File: src/rtl/instruction_fetch_stage_if.sv
// Instruction-memory port of the fetch stage: a valid/ready read request
// and a response strobe carrying one 32-bit instruction word.
interface instruction_fetch_stage_if #(
  parameter int unsigned BUS_DATA_WIDTH = 64
);

  logic                      outMemReqValid;
  logic [BUS_DATA_WIDTH-1:0] outMemReqAddr;
  logic                      inMemReqReady;
  logic                      inMemRespValid;
  logic [31:0]               inMemRespData;

  // Fetch stage side: issues requests, consumes responses
  modport master (
    output outMemReqValid,
    output outMemReqAddr,
    input  inMemReqReady,
    input  inMemRespValid,
    input  inMemRespData
  );

  // Memory side: accepts requests, returns instruction words
  modport slave (
    input  outMemReqValid,
    input  outMemReqAddr,
    output inMemReqReady,
    output inMemRespValid,
    output inMemRespData
  );

endinterface

File: src/rtl/instruction_fetch_stage.sv
// Fetch stage: owns the PC, keeps one instruction read in flight, and
// fills the IF/ID register, honouring decode stalls and EX redirects.
// A one-entry skid buffer parks a response that lands while decode stalls.
module instruction_fetch_stage #(
  parameter int unsigned                BUS_DATA_WIDTH = 64,
  parameter logic [BUS_DATA_WIDTH-1:0]  RESET_PC       = '0
) (
  input  logic                          clk,
  input  logic                          reset,
  input  logic                          inStall,
  input  logic                          inRedirect,
  input  logic [BUS_DATA_WIDTH-1:0]     inRedirectPc,
  instruction_fetch_stage_if.master     mem,
  output logic                          outIdValid,
  output logic [BUS_DATA_WIDTH-1:0]     outIdPc,
  output logic [31:0]                   outIdIns
);

  localparam int unsigned W     = BUS_DATA_WIDTH;
  localparam int unsigned INS_W = 32;
  localparam logic [INS_W-1:0] NOP_INS = 32'h0000_0013;

  typedef enum logic [2:0] {
    S_IDLE  = 3'd0,
    S_REQ   = 3'd1,
    S_WAIT  = 3'd2,
    S_FULL  = 3'd3,
    S_DRAIN = 3'd4
  } state_t;

  state_t              r_state;
  logic [W-1:0]        r_pc;
  logic                r_id_valid;
  logic [W-1:0]        r_id_pc;
  logic [INS_W-1:0]    r_id_ins;
  logic                r_skid_valid;
  logic [W-1:0]        r_skid_pc;
  logic [INS_W-1:0]    r_skid_ins;

  state_t              w_state_nxt;
  logic [W-1:0]        w_pc_nxt;
  logic                w_id_valid_nxt;
  logic [W-1:0]        w_id_pc_nxt;
  logic [INS_W-1:0]    w_id_ins_nxt;
  logic                w_skid_valid_nxt;
  logic [W-1:0]        w_skid_pc_nxt;
  logic [INS_W-1:0]    w_skid_ins_nxt;

  logic                w_req_accept;
  logic [W-1:0]        w_pc_inc;
  logic [W-1:0]        w_redirect_pc;

  assign w_req_accept  = (r_state == S_REQ) && mem.inMemReqReady;
  // PC wraps modulo 2^W, so the top word steps to zero
  assign w_pc_inc      = r_pc + W'(4);
  // Redirect targets are forced onto a word boundary
  assign w_redirect_pc = inRedirectPc & ~W'(3);

  assign mem.outMemReqValid = (r_state == S_REQ);
  assign mem.outMemReqAddr  = r_pc;
  assign outIdValid         = r_id_valid;
  assign outIdPc            = r_id_pc;
  assign outIdIns           = r_id_ins;

  // State, PC, IF/ID and skid registers with synchronous reset
  always_ff @(posedge clk) begin
    if (reset) begin
      r_state      <= S_IDLE;
      r_pc         <= RESET_PC;
      r_id_valid   <= 1'b0;
      r_id_pc      <= '0;
      r_id_ins     <= NOP_INS;
      r_skid_valid <= 1'b0;
      r_skid_pc    <= '0;
      r_skid_ins   <= NOP_INS;
    end else begin
      r_state      <= w_state_nxt;
      r_pc         <= w_pc_nxt;
      r_id_valid   <= w_id_valid_nxt;
      r_id_pc      <= w_id_pc_nxt;
      r_id_ins     <= w_id_ins_nxt;
      r_skid_valid <= w_skid_valid_nxt;
      r_skid_pc    <= w_skid_pc_nxt;
      r_skid_ins   <= w_skid_ins_nxt;
    end
  end

  // Next-state, PC and IF/ID selection; a redirect overrides everything else
  always_comb begin
    w_state_nxt      = r_state;
    w_pc_nxt         = r_pc;
    // A stall freezes IF/ID; otherwise a cycle without delivery is a bubble
    w_id_valid_nxt   = inStall ? r_id_valid : 1'b0;
    w_id_pc_nxt      = r_id_pc;
    w_id_ins_nxt     = r_id_ins;
    w_skid_valid_nxt = r_skid_valid;
    w_skid_pc_nxt    = r_skid_pc;
    w_skid_ins_nxt   = r_skid_ins;

    case (r_state)
      S_IDLE: begin
        w_state_nxt = S_REQ;
      end
      S_REQ: begin
        if (w_req_accept) begin
          w_state_nxt = S_WAIT;
        end
      end
      S_WAIT: begin
        if (mem.inMemRespValid) begin
          if (inStall) begin
            w_skid_valid_nxt = 1'b1;
            w_skid_pc_nxt    = r_pc;
            w_skid_ins_nxt   = mem.inMemRespData;
            w_state_nxt      = S_FULL;
          end else begin
            w_id_valid_nxt   = 1'b1;
            w_id_pc_nxt      = r_pc;
            w_id_ins_nxt     = mem.inMemRespData;
            w_pc_nxt         = w_pc_inc;
            w_state_nxt      = S_REQ;
          end
        end
      end
      S_FULL: begin
        if (!inStall) begin
          w_id_valid_nxt   = r_skid_valid;
          w_id_pc_nxt      = r_skid_pc;
          w_id_ins_nxt     = r_skid_ins;
          w_skid_valid_nxt = 1'b0;
          w_pc_nxt         = w_pc_inc;
          w_state_nxt      = S_REQ;
        end
      end
      S_DRAIN: begin
        if (mem.inMemRespValid) begin
          w_state_nxt = S_REQ;
        end
      end
      default: begin
        w_state_nxt = S_IDLE;
      end
    endcase

    if (inRedirect) begin
      w_pc_nxt         = w_redirect_pc;
      w_id_valid_nxt   = 1'b0;
      w_id_pc_nxt      = r_id_pc;
      w_id_ins_nxt     = r_id_ins;
      w_skid_valid_nxt = 1'b0;
      case (r_state)
        // A request that is (or becomes) outstanding must have its response dropped
        S_REQ:   w_state_nxt = w_req_accept ? S_DRAIN : S_REQ;
        S_WAIT:  w_state_nxt = mem.inMemRespValid ? S_REQ : S_DRAIN;
        S_DRAIN: w_state_nxt = mem.inMemRespValid ? S_REQ : S_DRAIN;
        default: w_state_nxt = S_REQ;
      endcase
    end
  end

endmodule

File: src/flat_wrapper.sv
// flat-port wrapper written by rule: the top's interface ports become plain ports
module instruction_fetch_stage_flat 
#(
  parameter int unsigned                BUS_DATA_WIDTH = 64,
  parameter logic [BUS_DATA_WIDTH-1:0]  RESET_PC       = '0
)
  (clk, reset, inStall, inRedirect, inRedirectPc, outIdValid, outIdPc, outIdIns, mem_outMemReqValid, mem_outMemReqAddr, mem_inMemReqReady, mem_inMemRespValid, mem_inMemRespData);
  instruction_fetch_stage_if #(.BUS_DATA_WIDTH(BUS_DATA_WIDTH)) mem_i ();
  input  logic clk;
  input  logic reset;
  input  logic inStall;
  input  logic inRedirect;
  input  logic [BUS_DATA_WIDTH-1:0] inRedirectPc;
  output logic outIdValid;
  output logic [BUS_DATA_WIDTH-1:0] outIdPc;
  output logic [31:0] outIdIns;
  output wire logic [$bits(mem_i.outMemReqValid)-1:0] mem_outMemReqValid;
  output wire logic [$bits(mem_i.outMemReqAddr)-1:0] mem_outMemReqAddr;
  input wire logic [$bits(mem_i.inMemReqReady)-1:0] mem_inMemReqReady;
  input wire logic [$bits(mem_i.inMemRespValid)-1:0] mem_inMemRespValid;
  input wire logic [$bits(mem_i.inMemRespData)-1:0] mem_inMemRespData;
  assign mem_outMemReqValid = mem_i.outMemReqValid;
  assign mem_outMemReqAddr = mem_i.outMemReqAddr;
  assign mem_i.inMemReqReady = mem_inMemReqReady;
  assign mem_i.inMemRespValid = mem_inMemRespValid;
  assign mem_i.inMemRespData = mem_inMemRespData;
  instruction_fetch_stage #(.BUS_DATA_WIDTH(BUS_DATA_WIDTH), .RESET_PC(RESET_PC)) u_core (.clk(clk), .reset(reset), .inStall(inStall), .inRedirect(inRedirect), .inRedirectPc(inRedirectPc), .mem(mem_i), .outIdValid(outIdValid), .outIdPc(outIdPc), .outIdIns(outIdIns));
endmodule
File: config.mk
export PLATFORM = sky130hd
export DESIGN_NAME = instruction_fetch_stage_flat
export DESIGN_NICKNAME = d
export VERILOG_FILES = /design/src/rtl/instruction_fetch_stage_if.sv /design/src/rtl/instruction_fetch_stage.sv /design/src/flat_wrapper.sv
export SDC_FILE = /design/constraint.sdc
export NUM_CORES = 1
export LEC_CHECK = 0
export BUFFER_PORTS_ARGS = -buffer_cell sky130_fd_sc_hd__clkbuf_2
export CORE_MARGIN = 5
export CORE_UTILIZATION = 50
export DETAILED_ROUTE_END_ITERATION = 16
export GPL_TIMING_DRIVEN = 0
export PLACE_DENSITY = 0.81
export SYNTH_ARGS = -nofsm -noshare
export SYNTH_HDL_FRONTEND = slang
export SYNTH_SLANG_ARGS = --single-unit
File: constraint.sdc
create_clock -name clk -period 7.18 [get_ports clk]
set_input_delay 0.359 -clock clk [delete_from_list [all_inputs] [get_ports clk]]
set_output_delay 0.359 -clock clk [all_outputs]
set_load 0.01 [all_outputs]
---- Word-level counts from Yosys, hierarchy flattened ----
Index checks and enable logic that the tools add are counted.
storage, ports and cells
  register bits after elaboration ......... 261
  bits in latches ......................... 0
  bits in writable memories ............... 0
  memory bits (read-only) ................. 0
  input port bits ......................... 102
  memories kept ........................... 0
cells by class
  $add $sub $neg .......................... 1
  multipliers ............................. 0
  divide/modulo/power cells ............... 0
  magnitude comparators ................... 0
  equal/unequal tests ..................... 12
  shifts and indexed selects .............. 0
  mux-type cells .......................... 31
  bitwise operators ....................... 1
  reduce and logical (&&, ||, !) cells .... 12
operators by type and width
  operator                                                                 number
  64-bit 2-to-1 mux                                                        6
  64-bit one-hot mux with 2 select lines                                   2
  32-bit 2-to-1 mux                                                        3
  64-bit by 3-bit adder with 64-bit output, second input constant          1
  32-bit one-hot mux with 2 select lines                                   1
  3-bit 2-to-1 mux                                                         7
  3-bit one-hot mux with 5 select lines                                    1
  3-bit inequality test, second input constant                             3
  2-bit inequality test, second input constant                             4
  4-bit AND reduction                                                      2
  1-bit 2-to-1 mux                                                         7
  3-bit by 2-bit == test with 1-bit output, second input constant          2
  3-bit one-hot mux with 2 select lines                                    1
  5-bit AND reduction                                                      1
  1-bit one-hot mux with 2 select lines                                    2
  2-bit AND reduction                                                      2
  2-bit OR reduction                                                       2
  3-bit by 1-bit == test with 1-bit output, second input constant          1
  3-bit == test, second input constant                                     1
  3-bit zero test                                                          1
  3-bit by 2-bit inequality test with 1-bit output, second input constant  1
  3-bit AND reduction                                                      1
  3-bit nonzero test                                                       1
  2-bit 2-to-1 mux                                                         1
  other kinds (3)                                                          3

---- Depth between registers and ports, before layout ----
Gate-level depths: netlist of the first run.
  word-level depth ........................ 5
  gate-level depth with buffers ........... 9

---- Worst setup path after synthesis of the first run ----
Ideal clock, no wire load.
  path type ............................... reg-to-reg
  from .................................... reg u_core.r_pc[2], in the netlist u_core.mem.outMemReqAddr[2]
  to ...................................... reg u_core.r_pc[56], in the netlist u_core.mem.outMemReqAddr[56]
  setup time .............................. 0.115 ns
  data arrival time ....................... 2.524 ns
  slack ................................... 4.542 ns
  cell stages (with the launch flop) ...... 9
  period minus slack after synthesis ...... 2.638 ns
  path through ............................ dfxtp_1 -> ha_1 -> nand3_1 -> or4_4 -> or4_4 -> buf_6 -> nor4_4 -> xor2_1 -> o21a_1
on the way
  cells in the longest elaborated chain, start to end .. 5
RTL lines
  element                                       RTL line                                                        text
  start: declaration                            instruction_fetch_stage.sv:32                                   logic [W-1:0] r_pc;
  start signal: assignment                      instruction_fetch_stage.sv:78                                   r_pc <= w_pc_nxt;
  64-bit by 3-bit adder with 64-bit output (*)  instruction_fetch_stage.sv:55                                   assign w_pc_inc = r_pc + W'(4);
  64-bit 2-to-1 mux (*)                         instruction_fetch_stage.sv:111, instruction_fetch_stage.sv:126
  64-bit 2-to-1 mux                             instruction_fetch_stage.sv:110                                  if (mem.inMemRespValid) begin
  64-bit one-hot mux with 2 select lines (*)    instruction_fetch_stage.sv:100                                  case (r_state)
  64-bit 2-to-1 mux (*)                         instruction_fetch_stage.sv:145                                  if (inRedirect) begin
Every way passes the cells marked *; elsewhere a longest branch is shown, timed or not. The select of a mux whose other input is x is not followed.
A chain may end at the register's enable or synchronous reset.

---- Worst setup path in the final report of the first run ----
  from .................................... reg u_core.r_pc[2], in the netlist u_core.mem.outMemReqAddr[2]
  to ...................................... reg u_core.r_pc[54], in the netlist u_core.mem.outMemReqAddr[54]
The elaborated chain is that of the path after synthesis.

==> results of run 1 <==
## flip-flops by register name, summed over array words and instances, names as in the netlist
signal	cells
u_core.outIdValid	1
u_core.r_state	3
u_core.r_skid_pc	62
u_core.r_skid_valid	1
u_core.r_skid_ins	32
u_core.outIdPc	62
u_core.outIdIns	32
u_core.mem.outMemReqAddr	62
## critical path, stage by stage, from the launching register on
cell and delay [ns]:
dfxtp_1 0.53, ha_1 0.34, nand3_1 0.30, nor4_1 0.64
nand4_1 0.59, nor4_1 0.48, xor2_1 0.12, o21a_1 0.18
## area by class of cell
class / instances / share of cell area, %
multi-input cells: 1061 / 40.7
flip-flops and latches: 255 / 36.3
repair buffers: 255 / 9.07
clock buffers: 36 / 5.33
plain buffers: 144 / 4.18
well taps: 285 / 2.53
clock inverters: 13 / 1.23
inverters: 25 / 0.667
## metrics by stage
stage	setup WS, ns	cell area [um2]	util [%]
floorplan	4.54	11500	-
global placement	4.12	13100	58.1
detailed placement	3.99	13100	58.1
CTS	3.95	14100	62.1
global route	3.69	14100	62.1
finish	3.87	14100	62.1
## logic make-up (layout without fill, tap and decap cells)
group	Yosys count	in the layout	synth area share (%)
adder cells (fa/ha/maj)	1	1	0.109
multiplexers	19	19	1.65
buffers and inverters	169	473	5.93
other	1	4	0.0326
flip-flops	255	255	44.4
AND/OR/NAND/NOR	719	719	28.5
XOR/XNOR	46	46	3.50
AO/OA/AOI/OAI	272	272	16.0
## layer usage
metal	wire (um)	vias to the layer above	share of wire (%)
met5	0	-	0
met4	1450	0	3.8
met3	3770	98	9.9
met2	17300	613	45
met1	15700	5638	41
li1	-	5721	-
## power groups by stage
stage / clock network (mW) / logic, mW / registers (mW)
after floorplan: 0 / 0.153 / 1.52
after global placement: 0 / 0.279 / 1.52
after detailed placement: 0 / 0.283 / 1.52
after CTS: 1.46 / 0.285 / 1.49
after global routing: 1.52 / 0.315 / 1.50
final: 1.46 / 0.288 / 1.49
## cells in the mapped netlist, drive strengths merged, types with 25 or more instances
cell type	instances	area, um2
nor3	32	160
dfxtp	255	5100
nand2	324	1220
xor2	26	228
a311oi	92	806
nand3	111	556
a21oi	125	626
nand4	25	156
buf	25	141
nor2	139	522
inv	25	93.8
clkbuf	119	447
## worst max-delay path by stage
stage / cells past startpoint / slack [ns] / to
floorplan: 8 / 4.54 / u_core.mem.outMemReqAddr[56]
global placement: 7 / 4.12 / u_core.mem.outMemReqAddr[54]
detailed placement: 7 / 3.99 / u_core.mem.outMemReqAddr[54]
CTS: 7 / 3.95 / u_core.mem.outMemReqAddr[54]
global route: 7 / 3.69 / u_core.mem.outMemReqAddr[54]
finish: 7 / 3.87 / u_core.mem.outMemReqAddr[54]
==> results.sh, run 1 <==
export IMPL_rsz0062_at_grt="false"
export IMPL_antenna_found_initial=0
export IMPL_cts_root_buf="clkbuf_16"
export IMPL_seqPwrFrac_pct=46.1
export IMPL_dp_cells=2025
export IMPL_die_x_um=162
export IMPL_wirelength_um=38100
export IMPL_multiInputGateArea_mm2=0.00573
export IMPL_swShare_pct=25.2
export IMPL_ctsResizeCount=0
export IMPL_synth_edf_count=0
export IMPL_setup_tns_final_ns=0
export IMPL_syn_avg_cell_area_um2=7.76
export IMPL_hold_class="input port to flop"
export IMPL_port_buffers=255
export IMPL_worst_slew_pin_slew_ns=0.921
export IMPL_switchingPower_uw=816
export IMPL_ctsLongestPathBuffers=3
export IMPL_slew_headroom_pct=38.6
export IMPL_p_clk_share_pct=45.0
export IMPL_overflow=0
export IMPL_grt_pass1_vias=11300
export IMPL_wl_per_cell_um=18.4
export IMPL_max_freq_ghz=0.302
export IMPL_via_count=12100
export IMPL_cp_start_kind="flop"
export IMPL_crit_start="u_core.mem.outMemReqAddr[2]"
export IMPL_core_area_mm2=0.0226
export IMPL_crit_path_max_fanout=7
export IMPL_path_clk_slew_ns=0.06
export IMPL_drv_cap=0
export IMPL_final_common_cell="nand2_1"
export IMPL_yosys_register_bits=255
export IMPL_fin_nets=1872
export IMPL_worst_setup_path_end_kind="flop"
export IMPL_setup_viol=0
export IMPL_internal_power_mw=2.42
export IMPL_drtAntennaViolNets=0
export IMPL_clk_latency_ns=0.53
export IMPL_grt_usage_pct=27.6
export IMPL_grtUsageMet1_pct=37.4
export IMPL_seq_area_mm2=0.00510
export IMPL_reg2regPathDepth=7
export IMPL_fillCellCount=1964
export IMPL_final_cell_mix="nand2_1, clkbuf_2, dfxtp_1"
export IMPL_grt_max_degree=14
export IMPL_worst_ep_required_time_ns=7.61
export IMPL_row_count=55
export IMPL_htree_num_levels=1
export IMPL_timing_final_crit_share_pct=46.1
export IMPL_drtIter0Drc=1071
export IMPL_report_final_slew_viol_count=0
export IMPL_synth_cells=1482
export IMPL_leakage_nw=5.32
export IMPL_die_area_mm2=0.0261
export IMPL_netlist_area_mm2=0.0115
export IMPL_layout_drive_gt1_share_pct=18.3
export IMPL_vias_per_cell=5.82
export IMPL_outcome="completed"
export IMPL_synthArstFlopShare_pct=0
export IMPL_crit_type="flop to flop"
export IMPL_dpl_hpwl_um=27800
export IMPL_r2r_setup_slack_ns=3.87
export IMPL_cts_tree="yes"
export IMPL_antenna_cells=0
export IMPL_r2r_start="u_core.mem.outMemReqAddr[2]"
export IMPL_met3_usage_pct=5.15
export IMPL_ys_types=50
export IMPL_initial_core_util_pct=50.8
export IMPL_finalHoldViolations=0
export IMPL_grt_pass1_wl_um=59400
export IMPL_cts_buffers=27
export IMPL_area_growth_pct=22.3
export IMPL_post_cts_buffers=0
export IMPL_cts_hold_buf=0
export IMPL_power_density_mw_per_mm2=230
export IMPL_io_pins=264
export IMPL_hold_slack_ns=0.0590
export IMPL_min_delay_start="inRedirectPc[20]"
export IMPL_yosysWarnings=0
export IMPL_p_total_mw=3.24
export IMPL_peakVddDrop_uv=131
export IMPL_dr_pass1_iters=5
export IMPL_top_usage_layer="met2"
export IMPL_fin_crit_ns=3.31
export IMPL_hold_depth=3
export IMPL_drc_errors=0
export IMPL_fin_cells=2074
export IMPL_hold_path_end="u_core.mem.outMemReqAddr[20]"
export IMPL_crit_arrival_ns=3.73
export IMPL_die_h_um=162
export IMPL_grt_use_met2_pct=43.8
export IMPL_regToRegEndpoint="u_core.mem.outMemReqAddr[54]"
export IMPL_yosysSeqAreaShare_pct=44.4
export IMPL_gp_congestion=0.905
export IMPL_cts_sinks=255
export IMPL_fin_skew_ns=0.0131
export IMPL_comb_power_share_pct=8.9
export IMPL_synthFlopType="dfxtp_1"
(Power assumes the default switching activity.)
==> inputs of run 2 (changes only) <==
clock period = 3.2 ns   (was 7.18 ns; I/O delays follow)
==> run 2 against run 1 <==
Against the previous run:
- routed wire length up 6.1%
- non-clock buffer count up 92
- utilization up 4.1 points
- via count up 4.8%
- design area up 6.6%
- die area unchanged
- sequential cell count unchanged
- first-iteration DRC count down 2.1%
- power up 130%
- clock-buffer cell count unchanged
- combinational power rose to 2.6 times the previous value
- critical endpoint is now u_core.mem.outMemReqAddr[56]
==> results.sh, run 2 (synthesis results as in run 1) <==
export IMPL_outcome="completed"
export IMPL_drtIter0Drc=1049
export IMPL_finalHoldViolations=0
export IMPL_ctsLongestPathBuffers=3
export IMPL_wl_per_cell_um=18.7
export IMPL_rsz0062_at_grt="true"
export IMPL_cts_sinks=255
export IMPL_power_density_mw_per_mm2=492
export IMPL_grt_max_degree=14
export IMPL_final_area_mm2=0.0150
export IMPL_slew_headroom_pct=36.1
export IMPL_worst_setup_path_end_kind="flop"
export IMPL_grt_usage_pct=29.2
export IMPL_htree_num_levels=1
export IMPL_die_x_um=162
export IMPL_initial_core_util_pct=50.8
export IMPL_layout_drive_gt1_share_pct=17.5
export IMPL_comb_power_share_pct=10.1
export IMPL_grt_pass1_vias=12100
export IMPL_worst_slew_pin_slew_ns=0.958
export IMPL_antenna_found_initial=0
export IMPL_die_area_mm2=0.0261
export IMPL_crit_type="flop to flop"
export IMPL_min_delay_start="inRedirectPc[12]"
export IMPL_final_common_cell="nand2_1"
export IMPL_final_cell_mix="nand2_1, clkbuf_2, dfxtp_1"
export IMPL_vias_per_cell=5.84
export IMPL_hold_class="input port to flop"
export IMPL_clk_latency_ns=0.54
export IMPL_regToRegEndpoint="u_core.mem.outMemReqAddr[56]"
export IMPL_crit_arrival_ns=3.53
export IMPL_reg2regPathDepth=8
export IMPL_fin_nets=1964
export IMPL_timing_final_crit_share_pct=96.9
export IMPL_seqPwrFrac_pct=45.4
export IMPL_crit_path_max_fanout=7
export IMPL_fin_ws_ns=0.0983
export IMPL_r2r_setup_slack_ns=0.1
export IMPL_dr_pass1_iters=5
export IMPL_core_area_mm2=0.0226
export IMPL_max_freq_ghz=0.322
export IMPL_fin_skew_ns=0.0116
export IMPL_path_clk_slew_ns=0.06
export IMPL_pre_cts_slack_ns=0.00769
export IMPL_drc_errors=0
export IMPL_drtAntennaViolNets=0
export IMPL_fin_crit_ns=3.10
export IMPL_area_growth_pct=30.4
export IMPL_setup_viol=0
export IMPL_grt_pass1_wl_um=63000
export IMPL_via_count=12700
export IMPL_io_pins=264
export IMPL_wirelength_um=40400
export IMPL_dp_cells=2025
export IMPL_cp_start_kind="flop"
export IMPL_switchingPower_mw=1.87
export IMPL_gp_congestion=0.905
export IMPL_placed_area_mm2=0.0131
export IMPL_setup_tns_final_ns=0
export IMPL_cts_buffers=27
export IMPL_row_count=55
export IMPL_port_buffers=255
export IMPL_leakage_nw=5.70
export IMPL_worst_ep_required_time_ns=3.63
export IMPL_peakVddDrop_uv=299
export IMPL_cts_root_buf="clkbuf_16"
export IMPL_overflow=0
export IMPL_internal_power_mw=5.51
export IMPL_swShare_pct=25.3
export IMPL_cts_tree="yes"
export IMPL_dpl_hpwl_um=27800
export IMPL_die_h_um=162
export IMPL_p_total_mw=7.38
export IMPL_crit_start="u_core.mem.outMemReqAddr[2]"
export IMPL_drv_cap=0
export IMPL_report_final_slew_viol_count=0
export IMPL_r2r_start="u_core.mem.outMemReqAddr[2]"
export IMPL_p_clk_share_pct=44.5
export IMPL_antenna_cells=0
export IMPL_fin_cells=2166
export IMPL_critPathCapture="u_core.mem.outMemReqAddr[56]"
## run 2: worst min-delay path by stage
stage / end / slack [ns] / cells past startpoint
global route: u_core.mem.outMemReqAddr[12] / 0.04 / 4
CTS: u_core.mem.outMemReqAddr[12] / 0.0002 / 4
global placement: u_core.r_skid_ins[1] / 0.39 / 3
floorplan: u_core.r_skid_ins[0] / 0.28 / 2
finish: u_core.mem.outMemReqAddr[12] / 0.01 / 4
detailed placement: u_core.mem.outMemReqAddr[5] / 0.40 / 3
## run 2: routing by layer
layer | vias to the layer above | GRT usage (%) | wire, um
met5 | - | 0 | 0
met3 | 129 | 5.23 | 3810
met2 | 703 | 47.1 | 18500
met1 | 5912 | 38.5 | 16300
li1 | 5906 | - | -
met4 | 0 | 13.3 | 1750
## run 2: final cells by class
type | instances | area (um2)
Inverter | 25 | 93.8
Timing Repair Buffer | 347 | 2200
Fill cell | 1787 | 7640
Clock inverter | 13 | 173
Clock buffer | 36 | 749
Buffer | 144 | 589
Tap cell | 285 | 357
Sequential cell | 255 | 5100
Multi-Input combinational cell | 1061 | 5740
## run 2: per-stage QoR
stage	hold WS, ns	utilization [%]
after floorplan	0.284	-
after global placement	0.392	58.1
after detailed placement	0.398	58.1
after CTS	0.000165	66.2
after global routing	0.0430	66.3
final	0.0118	66.3
## run 2: worst max-delay path, stage by stage, from the launching register on
cell and delay, ns:
dfxtp_1 0.53, ha_1 0.34, nand3_1 0.32, or4_4 0.55, or4_4 0.56, buf_6 0.16, nor4_4 0.26, xor2_1 0.10
o21a_1 0.17
## run 2: repair_timing
action                                 in CTS  in global routing
endpoints found under the hold margin     121                  0
hold buffers                               92                  0
gates resized for setup                     1                  4
pin swaps                                   0                  1
setup endpoints to repair                   3                  5
setup buffers                               0                  0
## run 2: power groups by stage
stage / Clock (mW) / Sequential, mW / Combinational, mW
CTS: 3.28 / 3.35 / 0.728
floorplan: 0 / 3.41 / 0.344
global placement: 0 / 3.41 / 0.625
global route: 3.41 / 3.36 / 0.810
detailed placement: 0 / 3.42 / 0.635
finish: 3.28 / 3.35 / 0.749
